[config.mk]
export PLATFORM = sky130hd
export DESIGN_NAME = input_skew_feeder
export DESIGN_NICKNAME = d
export VERILOG_FILES = /design/src/rtl/tpu_pkg.sv /design/src/rtl/sync_fifo.sv /design/src/rtl/input_skew_feeder.sv
export SDC_FILE = /design/constraint.sdc
export NUM_CORES = 1
export LEC_CHECK = 0
export CELL_PAD_IN_SITES_DETAIL_PLACEMENT = 1
export CELL_PAD_IN_SITES_GLOBAL_PLACEMENT = 2
export CORE_AREA = 4 4 173 175
export DETAILED_ROUTE_END_ITERATION = 6
export DIE_AREA = 0 0 177 179
export PLACE_DENSITY_LB_ADDON = 0.05
export SLEW_MARGIN = 25
export SYNTH_ARGS = -nofsm -noshare
export SYNTH_HDL_FRONTEND = slang
export SYNTH_SLANG_ARGS = --single-unit
[constraint.sdc]
create_clock -name clk -period 8.18 [get_ports clk]
set_input_delay 0.818 -clock clk [delete_from_list [all_inputs] [get_ports clk]]
set_output_delay 0.818 -clock clk [all_outputs]
set_load 0.02 [all_outputs]
[src/rtl/tpu_pkg.sv]
// -----------------------------------------------------------------------------
// tpu_pkg
// Shared types and constants for the systolic-array input path.
//   DATA_W_DEF      : default activation element width
//   DEPTH_DEF       : default feeder FIFO depth (vectors)
//   act_vec_t       : one host activation vector {a0, a1, last} at default width
//   feeder_state_t  : input_skew_feeder FSM states
//   vec_bits()      : packed width of an activation vector for a given width
// -----------------------------------------------------------------------------
package tpu_pkg;

    localparam int DATA_W_DEF = 16;
    localparam int DEPTH_DEF  = 8;

    typedef struct packed {
        logic [DATA_W_DEF-1:0] a0;
        logic [DATA_W_DEF-1:0] a1;
        logic                  last;
    } act_vec_t;

    typedef enum logic [1:0] {
        IDLE   = 2'd0,
        STREAM = 2'd1,
        DRAIN  = 2'd2
    } feeder_state_t;

    // Two elements plus the end-of-matrix flag.
    function automatic int vec_bits(input int data_w);
        return 2 * data_w + 1;
    endfunction

endpackage

[src/rtl/sync_fifo.sv]
// -----------------------------------------------------------------------------
// sync_fifo
// Single-clock FIFO with first-word-fall-through read data and a flush input.
// Ports:
//   clk, reset   : clock, synchronous active-high reset
//   flush        : discard all contents (pointers and count to zero)
//   push, wr_data: write request and data; ignored while full or flushing
//   pop          : read request; ignored while empty or flushing
//   rd_data      : entry at the read pointer (valid whenever !empty)
//   full, empty  : status derived from the registered occupancy count
// DEPTH must be a power of two so the pointers wrap by natural overflow.
// -----------------------------------------------------------------------------
module sync_fifo #(
    parameter int WIDTH = 33,
    parameter int DEPTH = 8
) (
    input  logic             clk,
    input  logic             reset,
    input  logic             flush,
    input  logic             push,
    input  logic [WIDTH-1:0] wr_data,
    input  logic             pop,
    output logic [WIDTH-1:0] rd_data,
    output logic             full,
    output logic             empty
);

    localparam int PTR_W = $clog2(DEPTH);
    localparam int CNT_W = PTR_W + 1;

    logic [WIDTH-1:0] mem [DEPTH];
    logic [PTR_W-1:0] wr_ptr;
    logic [PTR_W-1:0] rd_ptr;
    logic [CNT_W-1:0] count;

    logic do_push;
    logic do_pop;

    assign full    = (count == CNT_W'(DEPTH));
    assign empty   = (count == '0);
    assign do_push = push && !full && !flush;
    assign do_pop  = pop && !empty && !flush;
    assign rd_data = mem[rd_ptr];

    // Storage carries no reset; the pointers and count define what is live.
    always_ff @(posedge clk) begin
        if (do_push) begin
            mem[wr_ptr] <= wr_data;
        end
    end

    always_ff @(posedge clk) begin
        if (reset || flush) begin
            wr_ptr <= '0;
            rd_ptr <= '0;
            count  <= '0;
        end else begin
            if (do_push) begin
                wr_ptr <= wr_ptr + PTR_W'(1);
            end
            if (do_pop) begin
                rd_ptr <= rd_ptr + PTR_W'(1);
            end
            case ({do_push, do_pop})
                2'b10:   count <= count + CNT_W'(1);
                2'b01:   count <= count - CNT_W'(1);
                default: count <= count;
            endcase
        end
    end

endmodule

[src/rtl/input_skew_feeder.sv]
// -----------------------------------------------------------------------------
// input_skew_feeder
// Buffers 2-element activation vectors and, once a whole matrix is resident,
// streams them into the 2x2 systolic array with a one-cycle diagonal skew on
// row 1. Each N-row matrix produces N+1 consecutive valid cycles, the last
// being a drain cycle flagged by done.
//
// Ports:
//   clk, reset        : clock, synchronous active-high reset
//   in_valid/in_ready : host handshake. A vector transfers on a rising edge
//                       where both are high; in_ready is !full from the
//                       registered FIFO count and never depends on in_valid.
//                       The host may hold in_valid and data until accepted.
//   in_a0, in_a1      : elements for array rows 0 and 1
//   in_last           : vector is the final row of a matrix
//   valid             : a_in1/a_in2 live this cycle (no ready: array always
//                       consumes)
//   a_in1, a_in2      : to PE(0,0) and PE(1,0); a_in2 lags by one row
//   busy              : FSM not in IDLE
//   done              : one-cycle pulse on the drain output cycle
//   err               : sticky; FIFO filled with no end-of-matrix marker
//   state_dbg         : current FSM state (feeder_state_t encoding)
// -----------------------------------------------------------------------------
module input_skew_feeder
    import tpu_pkg::*;
#(
    parameter int DATA_W = DATA_W_DEF,
    parameter int DEPTH  = DEPTH_DEF
) (
    input  logic              clk,
    input  logic              reset,
    input  logic              in_valid,
    output logic              in_ready,
    input  logic [DATA_W-1:0] in_a0,
    input  logic [DATA_W-1:0] in_a1,
    input  logic              in_last,
    output logic              valid,
    output logic [DATA_W-1:0] a_in1,
    output logic [DATA_W-1:0] a_in2,
    output logic              busy,
    output logic              done,
    output logic              err,
    output logic [1:0]        state_dbg
);

    localparam int VEC_W = vec_bits(DATA_W);
    localparam int CNT_W = $clog2(DEPTH) + 1;

    typedef struct packed {
        logic [DATA_W-1:0] a0;
        logic [DATA_W-1:0] a1;
        logic              last;
    } vec_t;

    feeder_state_t state;
    feeder_state_t state_next;

    logic [VEC_W-1:0]  wr_bits;
    logic [VEC_W-1:0]  rd_bits;
    vec_t              rd_vec;
    logic              fifo_full;
    logic              fifo_empty;

    logic              push;
    logic              pop_en;
    logic              err_cond;
    logic [CNT_W-1:0]  last_cnt;
    logic [DATA_W-1:0] skew;

    // Next values for the registered array-side outputs.
    logic              valid_d;
    logic [DATA_W-1:0] a1_d;
    logic [DATA_W-1:0] a2_d;
    logic [DATA_W-1:0] skew_d;
    logic              done_d;

    assign wr_bits  = {in_a0, in_a1, in_last};
    assign rd_vec   = vec_t'(rd_bits);
    assign in_ready = !fifo_full;
    assign push     = in_valid && in_ready;

    // A full FIFO without a complete matrix can never drain: flush it.
    assign err_cond = fifo_full && (last_cnt == '0);

    sync_fifo #(
        .WIDTH (VEC_W),
        .DEPTH (DEPTH)
    ) u_fifo (
        .clk     (clk),
        .reset   (reset),
        .flush   (err_cond),
        .push    (push),
        .wr_data (wr_bits),
        .pop     (pop_en),
        .rd_data (rd_bits),
        .full    (fifo_full),
        .empty   (fifo_empty)
    );

    // ---------------- FSM: state register ----------------
    always_ff @(posedge clk) begin
        if (reset) begin
            state <= IDLE;
        end else begin
            state <= state_next;
        end
    end

    // ---------------- FSM: next state ----------------
    always_comb begin
        state_next = state;
        if (err_cond) begin
            state_next = IDLE;
        end else begin
            case (state)
                IDLE: begin
                    if (last_cnt != '0) begin
                        state_next = STREAM;
                    end
                end
                STREAM: begin
                    if (!fifo_empty && rd_vec.last) begin
                        state_next = DRAIN;
                    end
                end
                DRAIN: begin
                    state_next = IDLE;
                end
                default: begin
                    state_next = IDLE;
                end
            endcase
        end
    end

    // ---------------- FSM: outputs ----------------
    // IDLE (and error) drive zeros, which also clears skew so the first
    // a_in2 of every matrix is 0.
    always_comb begin
        pop_en  = 1'b0;
        valid_d = 1'b0;
        a1_d    = '0;
        a2_d    = '0;
        skew_d  = '0;
        done_d  = 1'b0;
        if (!err_cond) begin
            case (state)
                STREAM: begin
                    // A complete matrix is resident, so the FIFO cannot run
                    // dry before the last row; the empty guard is defensive.
                    if (!fifo_empty) begin
                        pop_en  = 1'b1;
                        valid_d = 1'b1;
                        a1_d    = rd_vec.a0;
                        a2_d    = skew;
                        skew_d  = rd_vec.a1;
                    end
                end
                DRAIN: begin
                    valid_d = 1'b1;
                    a2_d    = skew;
                    done_d  = 1'b1;
                end
                default: begin
                end
            endcase
        end
    end

    assign busy      = (state != IDLE);
    assign state_dbg = state;

    // ---------------- datapath registers ----------------
    always_ff @(posedge clk) begin
        if (reset) begin
            valid <= 1'b0;
            a_in1 <= '0;
            a_in2 <= '0;
            skew  <= '0;
            done  <= 1'b0;
        end else begin
            valid <= valid_d;
            a_in1 <= a1_d;
            a_in2 <= a2_d;
            skew  <= skew_d;
            done  <= done_d;
        end
    end

    // Count of end-of-matrix markers held in the FIFO; a push of a last row
    // and a pop of a last row in the same cycle cancel.
    always_ff @(posedge clk) begin
        if (reset || err_cond) begin
            last_cnt <= '0;
        end else begin
            case ({push && in_last, pop_en && rd_vec.last})
                2'b10:   last_cnt <= last_cnt + CNT_W'(1);
                2'b01:   last_cnt <= last_cnt - CNT_W'(1);
                default: last_cnt <= last_cnt;
            endcase
        end
    end

    always_ff @(posedge clk) begin
        if (reset) begin
            err <= 1'b0;
        end else if (err_cond) begin
            err <= 1'b1;
        end
    end

endmodule

# After elaboration in Yosys (flattened, before gate mapping)
# Memory sizes are Yosys's and may differ from the RTL's. A register that Yosys moved wholly into a read port is not among the register bits.
# Cells that the tools add are included.
# W data, S select, Z words.
# op_classes
n_eq_ne,9
n_lt_le_gt_ge,0
mul,0
shift,0
n_addsub,6
bitwise,1
n_mux,16
n_div,0
n_reduce_logical,23
# ops
op,n
$pmux W16 S2,1
$mux W16,1
$pmux W4 S2,2
$logic_and A1 B1 Y1,9
$add A4 B1 Y4 const B,2
$logic_not A4 Y1,2
$sub A4 B1 Y4 const B,2
$add A3 B1 Y3 const B,2
$eq A2 B1 Y1 const B,3
$eq A2 B2 Y1 const B,3
$mux W1,6
$mux W3,2
$reduce_bool A2 Y1,3
$eq A4 B4 Y1 const B,1
$mux W2,2
$ne A2 B2 Y1 const B,2
$pmux W2 S2,1
$reduce_bool A4 Y1,1
$reduce_or A4 Y1,1
$logic_not A1 Y1,3
$logic_not A2 Y1,1
$pmux W1 S2,1
$reduce_and A2 Y1,1
$reduce_or A2 Y1,1
2 further kinds,2
# word_totals
rom_bits,0
inputBits,36
output_inout_bits,39
mem_bits_rw,264
regBits,67
word_cells,67
memories,1
latch_bits,0
# mem_list
name,words,width,rd,rd_ports_with_merged_regs,wr,line_no,source
u_fifo.mem,8,33,1,1,1,sync_fifo.sv:31,logic [WIDTH-1:0] mem [DEPTH];

# Longest topological paths before layout
# Gate-level depths: netlist (run 1).
# logic_depth
word_depth,8
ltp_mapped,13
ltp_nobuf,12

# By module
# A second synthesis (run 1) with hierarchy kept.
# hier_totals
cells_unflattened,627
area_unflattened_um2,12499.5
# modules_own_cells
module,area_per_inst_um2,cells_per_inst,seq_area_each_um2,n_inst
sync_fifo,10596.4,461,8187.9,1
input_skew_feeder,1903.1,166,1141.1,1

# Worst setup path before layout (run 1)
# OpenSTA, ideal clock, no wires.
# synth_path
path_type,input to register
from,input in_valid
to,memory u_fifo.mem[0][0] (enable)
required_ps,7674
t_arrival_ps,4258
cell_stages,3
setup_ps,506
setup_slack_ps,3416
path_buffers,0
cell_sequence,and2b_4 -> inv_1 -> nor4_1
# synth_between
elab_chain_cells,5
# synth_rtl
item,line_no,source
start: declaration,input_skew_feeder.sv:32,"input logic in_valid,"
$logic_and A1 B1 Y1,input_skew_feeder.sv:80,assign push = in_valid && in_ready;
$logic_and A1 B1 Y1 (2 in a row),sync_fifo.sv:41,assign do_push = push && !full && !flush;
$mux W1,sync_fifo.sv:47,if (do_push) begin
$mux W1 (implied by the code),sync_fifo.sv:48,mem[wr_ptr] <= wr_data;
end: declaration,sync_fifo.sv:31,
# No other way between the ends.

==> reports/summary.txt, run 1 <==
critical path type = reg2reg
Final Cell Area = 14900 um2
CP max-delay cell = dfxtp_4
core area = 28500 um2
Worst Hold Class = reg2reg
die width = 177 um
Setup Buffers After CTS = 0
FF-to-FF End = last_cnt[2]$_SDFFE_PP0P_
CTS root buffer = clkbuf_16
FFs w/ async S/R, synth = 0
TritonCTS Sinks = 334
outcome = completed
critical path's largest stage delay = 0.69 ns
Peak supply drop = 135 uV
Post-synth EDFFs = 264
Yosys cell types = 41
vias in the first global route = 6471
LEAKAGE = 0.00477 uW
Starting Density = 0.432
fmax = 0.336 GHz
total gr overflow = 0
Worst-Margin Slew = 0.965 ns
R2R Setup Slk = 5.21 ns
Critical Path Start Type = flop
setup slack at placement = 4.75 ns
post-route ant nets = 0
RSZ-0062 raised after global routing = no
CP Cell Sequence = buf_12, nor2b_1, a22oi_1, nand3_1, nor2_1, ha_1, xor2_1, ha_1, a21oi_1, xor2_1, or3_1, a21oi_1
routed len/inst = 21.5 um
Site Rows = 62
commonest non-fill, non-tap cell in the layout = edfxtp_1
H-tree depth = 2
fin nets = 768
Avg Inst Size Synth = 19.8 um2
Hold Path Stages = 1
clock skew = 0.0181 ns
Slew HR = 0.353
FF-to-FF path depth = 12
share of cells above drive strength 1 = 0.206
final period utilization = 0.364
Hold Vio Cnt, Final = 0
Mapped Nets = 668
drt pass-1 iters = 4
Worst Path Required = 8.61 ns
synthesized cell area = 12300 um2
GRT Overall Usage = 0.158
Chip Height = 179 um
HPWL after DPL = 14400 um
io pins = 75
die area = 31700 um2
FF+latch count, synth = 334
Hold Crit Endpoint = a_in2[8]$_SDFF_PP0_
max-cap viol count = 0
cts repair resizes = 0
Layout area overhead = 20.8%
most frequent cells in the layout = edfxtp_1 (264), clkdlybuf4s50_1 (74), dfxtp_1 (67)
hold_buf cts = 0
Hold Slack = 0.425 ns
Seq/Total Area, Yosys = 0.758
Placed Instance Area = 13600 um2
Clock Path Buffers = 3
pwr dens = 294 nW/um2
nature of the critical path endpoint = flop
DR vias/cell = 5.17
Setup TNS = 0 ns
Setup Viol. Count Final = 0
met3 global-route usage = 0.0293
vias after detailed routing = 5848
met1 GRT Util = 0.209
worst setup margin = 5.21 ns
crit path DAT = 3.40 ns
Gate Count Post-Synth = 620
Worst Min Path Start = skew[8]$_SDFF_PP0_
total power = 4370 uW
dominant synthesized flop cell = edfxtp_1
largest net degree at the start of global routing = 69
final wirelength = 24300 um
first-pass GRT wire length = 38300 um
port bufs = 74
Clk Latency, worst-skew pair = 0.52 ns
Ant. Diodes = 0
clock-pin transition on the worst setup and hold timing paths = 0.06 ns
GR Layer Usage met2 = 0.275
YS warnings = 0
Final GP Congestion = 0.717
initial drt markers = 323
CTS tree = yes
Final min period = 2.97 ns
Top Usage Layer GRT = met2
DRC Markers = 0
CTS Buf Count = 37
initial antenna violation count = 0
Crit Path Max Fanout = 35
Final Max Slew Viols = 0
==> layer usage <==
metal,part of all wire,routed length (um),vias up
li1,-,-,2639
met1,0.44,10600,3073
met2,0.51,12300,104
met3,0.037,910,32
met4,0.018,436,0
met5,0,0,-
==> report_power, final <==
part           internal, uW  switching (uW)  total [uW]
Combinational           348             330         678
Clock                  1030             632        1660
Sequential             1940            96.1        2030
Total                  3320            1060        4370
==> logic make-up (layout without fill, tap and decap cells) <==
| group | count (synthesis) | in the layout | share of synthesized area |
|---|---|---|---|
| buffers and inverters | 32 | 160 | 0.0146 |
| xor gates and xnor gates | 11 | 11 | 0.00783 |
| and+or+nand+nor | 104 | 104 | 0.0452 |
| adders and majority gates | 12 | 12 | 0.0122 |
| DFF | 334 | 334 | 0.758 |
| AOI/OAI and AO/OA | 24 | 24 | 0.0130 |
| muxes | 103 | 103 | 0.149 |
==> registers in the layout (all words and copies together) (netlist names), named ones only <==
name and cells:
u_fifo.mem 264, skew 16, u_fifo.rd_ptr 3, valid 1, err 1, a_in1 16
a_in2 16, u_fifo.wr_ptr 3, done 1, state_dbg 2, u_fifo.count 4, last_cnt 4
==> how the worst max path moves through the flow <==
| stage | to | cells after the start |
|---|---|---|
| after floorplan | u_fifo.mem[0][0]$_DFFE_PP_ | 3 |
| after global placement | u_fifo.mem[2][30]$_DFFE_PP_ | 5 |
| after detailed placement | u_fifo.mem[4][14]$_DFFE_PP_ | 5 |
| after CTS | last_cnt[2]$_SDFFE_PP0P_ | 11 |
| after global routing | last_cnt[2]$_SDFFE_PP0P_ | 12 |
| final | last_cnt[2]$_SDFFE_PP0P_ | 12 |
==> metrics by stage <==
stage          utilization  instances
2_1_floorplan            -        620
3_3_place_gp         0.474       1061
3_5_place_dp         0.477       1064
4_1_cts              0.521       1131
5_1_grt              0.522       1132
6_report             0.522       1132
==> critical path: cells and delay by family, from the launching register on <==
family,cells,cell delay (ns)
buffers and inverters,1,0.30
AND/OR/NAND/NOR,4,0.67
flip-flops,1,0.69
AO/OA/AOI/OAI,3,0.47
adder cells (fa/ha/maj),2,0.43
XOR/XNOR,2,0.33
==> layout make-up <==
class / instances / area, um2
Clock buffer: 51 / 1060
Multi-Input combinational cell: 254 / 2860
Tap cell: 384 / 480
Fill cell: 2561 / 13600
Sequential cell: 334 / 9340
Inverter: 6 / 22.5
Clock inverter: 16 / 189
Timing Repair Buffer: 87 / 911
==> synthesized netlist by cell type (all sizes together) (2+ instances only) <==
cell type / instances / share of area
nand3b: 2 / 0.0012
edfxtp: 264 / 0.64
mux4: 64 / 0.12
dfxtp: 70 / 0.11
nor4: 3 / 0.0033
a41oi: 2 / 0.0014
nor3: 5 / 0.0020
or3: 3 / 0.0015
nand2b: 5 / 0.0025
o21ai: 4 / 0.0016
buf: 22 / 0.011
clkbuf: 4 / 0.0013
inv: 6 / 0.0018
and2: 17 / 0.0086
xnor2: 2 / 0.0014
ha: 12 / 0.012
a21oi: 12 / 0.0052
nand2: 10 / 0.0031
nand3: 3 / 0.0012
xor2: 9 / 0.0064
nor2: 49 / 0.015
and4bb: 2 / 0.0020
mux2i: 39 / 0.032
nor2b: 2 / 0.0012
(Power assumes the default switching activity.)
==> run 2, diff against run 1 <==
==> constraint.sdc (replaced) <==
create_clock -name clk -period 2.8 [get_ports clk]
set_input_delay 0.28 -clock clk [delete_from_list [all_inputs] [get_ports clk]]
set_output_delay 0.28 -clock clk [all_outputs]
set_load 0.02 [all_outputs]
==> reports/summary.txt, run 2 (synthesized netlist as in run 1, its figures left out) <==
Hold Vio Cnt, Final = 0 (unchanged)
fillcell total = 2591 (+1.2%)
Ant. Diodes = 0 (unchanged)
Top reg by flops = u_fifo.mem
vias in the first global route = 6549 (+1.2%)
DR vias/cell = 5.15 (-0.23%)
Critical Path Start Type = flop
DP Cell Count = 1079 (+1.4%)
io pins = 75 (unchanged)
fmax = 0.397 GHz (+18%)
outcome = completed
R2R Setup Slk = 0.28 ns (-4.92 ns)
clock-pin transition on the worst setup and hold timing paths = 0.06 ns (about the same)
Final Cell Area = 14900 um2 (+0.41%)
Placed Instance Area = 13700 um2 (+0.77%)
first-pass GRT wire length = 39500 um (+3.1%)
HPWL after DPL = 14800 um (+2.3%)
Site Rows = 62 (unchanged)
most frequent cells in the layout = edfxtp_1 (264), clkdlybuf4s50_1 (74), dfxtp_1 (67)
GRT Overall Usage = 0.166 (+0.00749)
Peak supply drop = 506 uV (+280%)
setup slack at placement = 0.157 ns (-4.59 ns)
H-tree depth = 2 (unchanged)
share of cells above drive strength 1 = 0.220 (+0.0146)
DRC Markers = 0 (unchanged)
Clk Latency, worst-skew pair = 0.52 ns (about the same)
Final min period = 2.52 ns (-0.457 ns)
FF-to-FF End = u_fifo.count[2]$_SDFFE_PP0P_
final wirelength = 25400 um (+4.5%)
Worst Hold Class = in2reg
vias after detailed routing = 5907 (+1.0%)
Setup Viol. Count Final = 0 (unchanged)
post-route ant nets = 0 (unchanged)
Layout area overhead = 21.3%
CTS tree = yes
commonest non-fill, non-tap cell in the layout = edfxtp_1
Worst-Margin Slew = 0.712 ns (-0.252 ns)
CTS root buffer = clkbuf_16
Hold Slack = 0.395 ns (-0.0297 ns)
Worst Min Path Start = reset
Hold Crit Endpoint = err$_SDFFE_PP0P_
port bufs = 74 (unchanged)
worst setup margin = 0.283 ns (-4.92 ns)
initial antenna violation count = 0 (unchanged)
nature of the critical path endpoint = flop
die area = 31700 um2 (unchanged)
crit path DAT = 2.94 ns (-0.46 ns)
Layout Cells excl Fill = 1146 (+1.2%)
Clock Path Buffers = 3 (unchanged)
CTS Buf Count = 36 (-2.7%)
Chip Height = 179 um (unchanged)
Slew HR = 0.525 (+0.172)
max-cap viol count = 0 (unchanged)
TritonCTS Sinks = 334 (unchanged)
Crit Path Max Fanout = 5 (-86%)
FF-to-FF path depth = 12 (unchanged)
core area = 28500 um2 (unchanged)
total gr overflow = 0 (unchanged)
RSZ-0062 raised after global routing = no
routed len/inst = 22.2 um (+3.2%)
RR Startpoint = state_dbg[1]$_SDFFE_PP0P_
Starting Density = 0.432 (unchanged)
Worst Path Required = 3.22 ns (-5.39 ns)
final period utilization = 0.899 (+0.535)
Hold Path Stages = 2 (+1)
pwr dens = 852 nW/um2 (+190%)
Final Max Slew Viols = 0 (unchanged)
drt pass-1 iters = 4 (unchanged)
initial drt markers = 354 (+9.6%)
LEAKAGE = 0.00483 uW (+1.2%)
clock skew = 0.0280 ns (+0.00989 ns)
cts repair resizes = 0 (unchanged)
Final GP Congestion = 0.680 (-5.1%)
largest net degree at the start of global routing = 47 (-32%)
fin nets = 782 (+1.8%)
die width = 177 um (unchanged)
max reg flops = 264 (unchanged)
critical path type = reg2reg
## run 2: per-layer routing
layer	share of wire	up-vias	wire length (um)	global-route usage
met5	0	-	0	0
met4	0.017	0	420	0.0416
met3	0.043	37	1100	0.0312
met2	0.52	112	13300	0.296
met1	0.42	3080	10600	0.211
li1	-	2678	-	-
## run 2: cell type report
cell class                 instances  area (um2)  share of cell area
clock inverter                    16         168              0.0112
sequential                       334        9340               0.626
inverter                           6        22.5             0.00151
multi-input combinational        254        2860               0.192
clock buffer                      50        1050              0.0701
timing repair buffer             102        1000              0.0673
tap                              384         480              0.0322
## run 2: metrics by stage
step	power, uW	setup TNS [ns]	utilization
CTS	12900	0	0.524
global placement	8060	0	0.481
global route	13300	0	0.524
finish	12700	0	0.524
detailed placement	8130	0	0.481
floorplan	7460	-105.65	-
## run 2: worst max path at each step
stage | slack [ns] | endpoint | from
5_1_grt | 0.05 | last_cnt[2]$_SDFFE_PP0P_ | u_fifo.count[0]$_SDFFE_PP0P_
6_report | 0.28 | u_fifo.count[2]$_SDFFE_PP0P_ | state_dbg[1]$_SDFFE_PP0P_
3_5_place_dp | 0.16 | u_fifo.count[2]$_SDFFE_PP0P_ | u_fifo.count[0]$_SDFFE_PP0P_
3_3_place_gp | 0.26 | last_cnt[2]$_SDFFE_PP0P_ | u_fifo.count[0]$_SDFFE_PP0P_
2_1_floorplan | -0.93 | u_fifo.mem[2][0]$_DFFE_PP_ | u_fifo.count[0]$_SDFFE_PP0P_
4_1_cts | 0.15 | u_fifo.count[2]$_SDFFE_PP0P_ | u_fifo.count[0]$_SDFFE_PP0P_
## run 2: power by group
group / switching, uW / internal [uW]
Combinational: 1090 / 1050
Sequential: 166 / 5650
Clock: 1850 / 2900
## run 2: worst max-delay path: stages (launching register included)
cell and delay, ns:
dfxtp_1 0.42, inv_1 0.11, ha_1 0.21, nor2b_2 0.16, nand2_1 0.13, inv_1 0.08
ha_1 0.27, xor2_1 0.17, ha_1 0.20, a21oi_1 0.14, xor2_1 0.10, or3_1 0.31
a21oi_1 0.13
## run 2: repair_timing
item,4_1_cts,5_1_grt
setup buffers,0,1
hold buffers,0,0
setup endpoints to repair,0,2
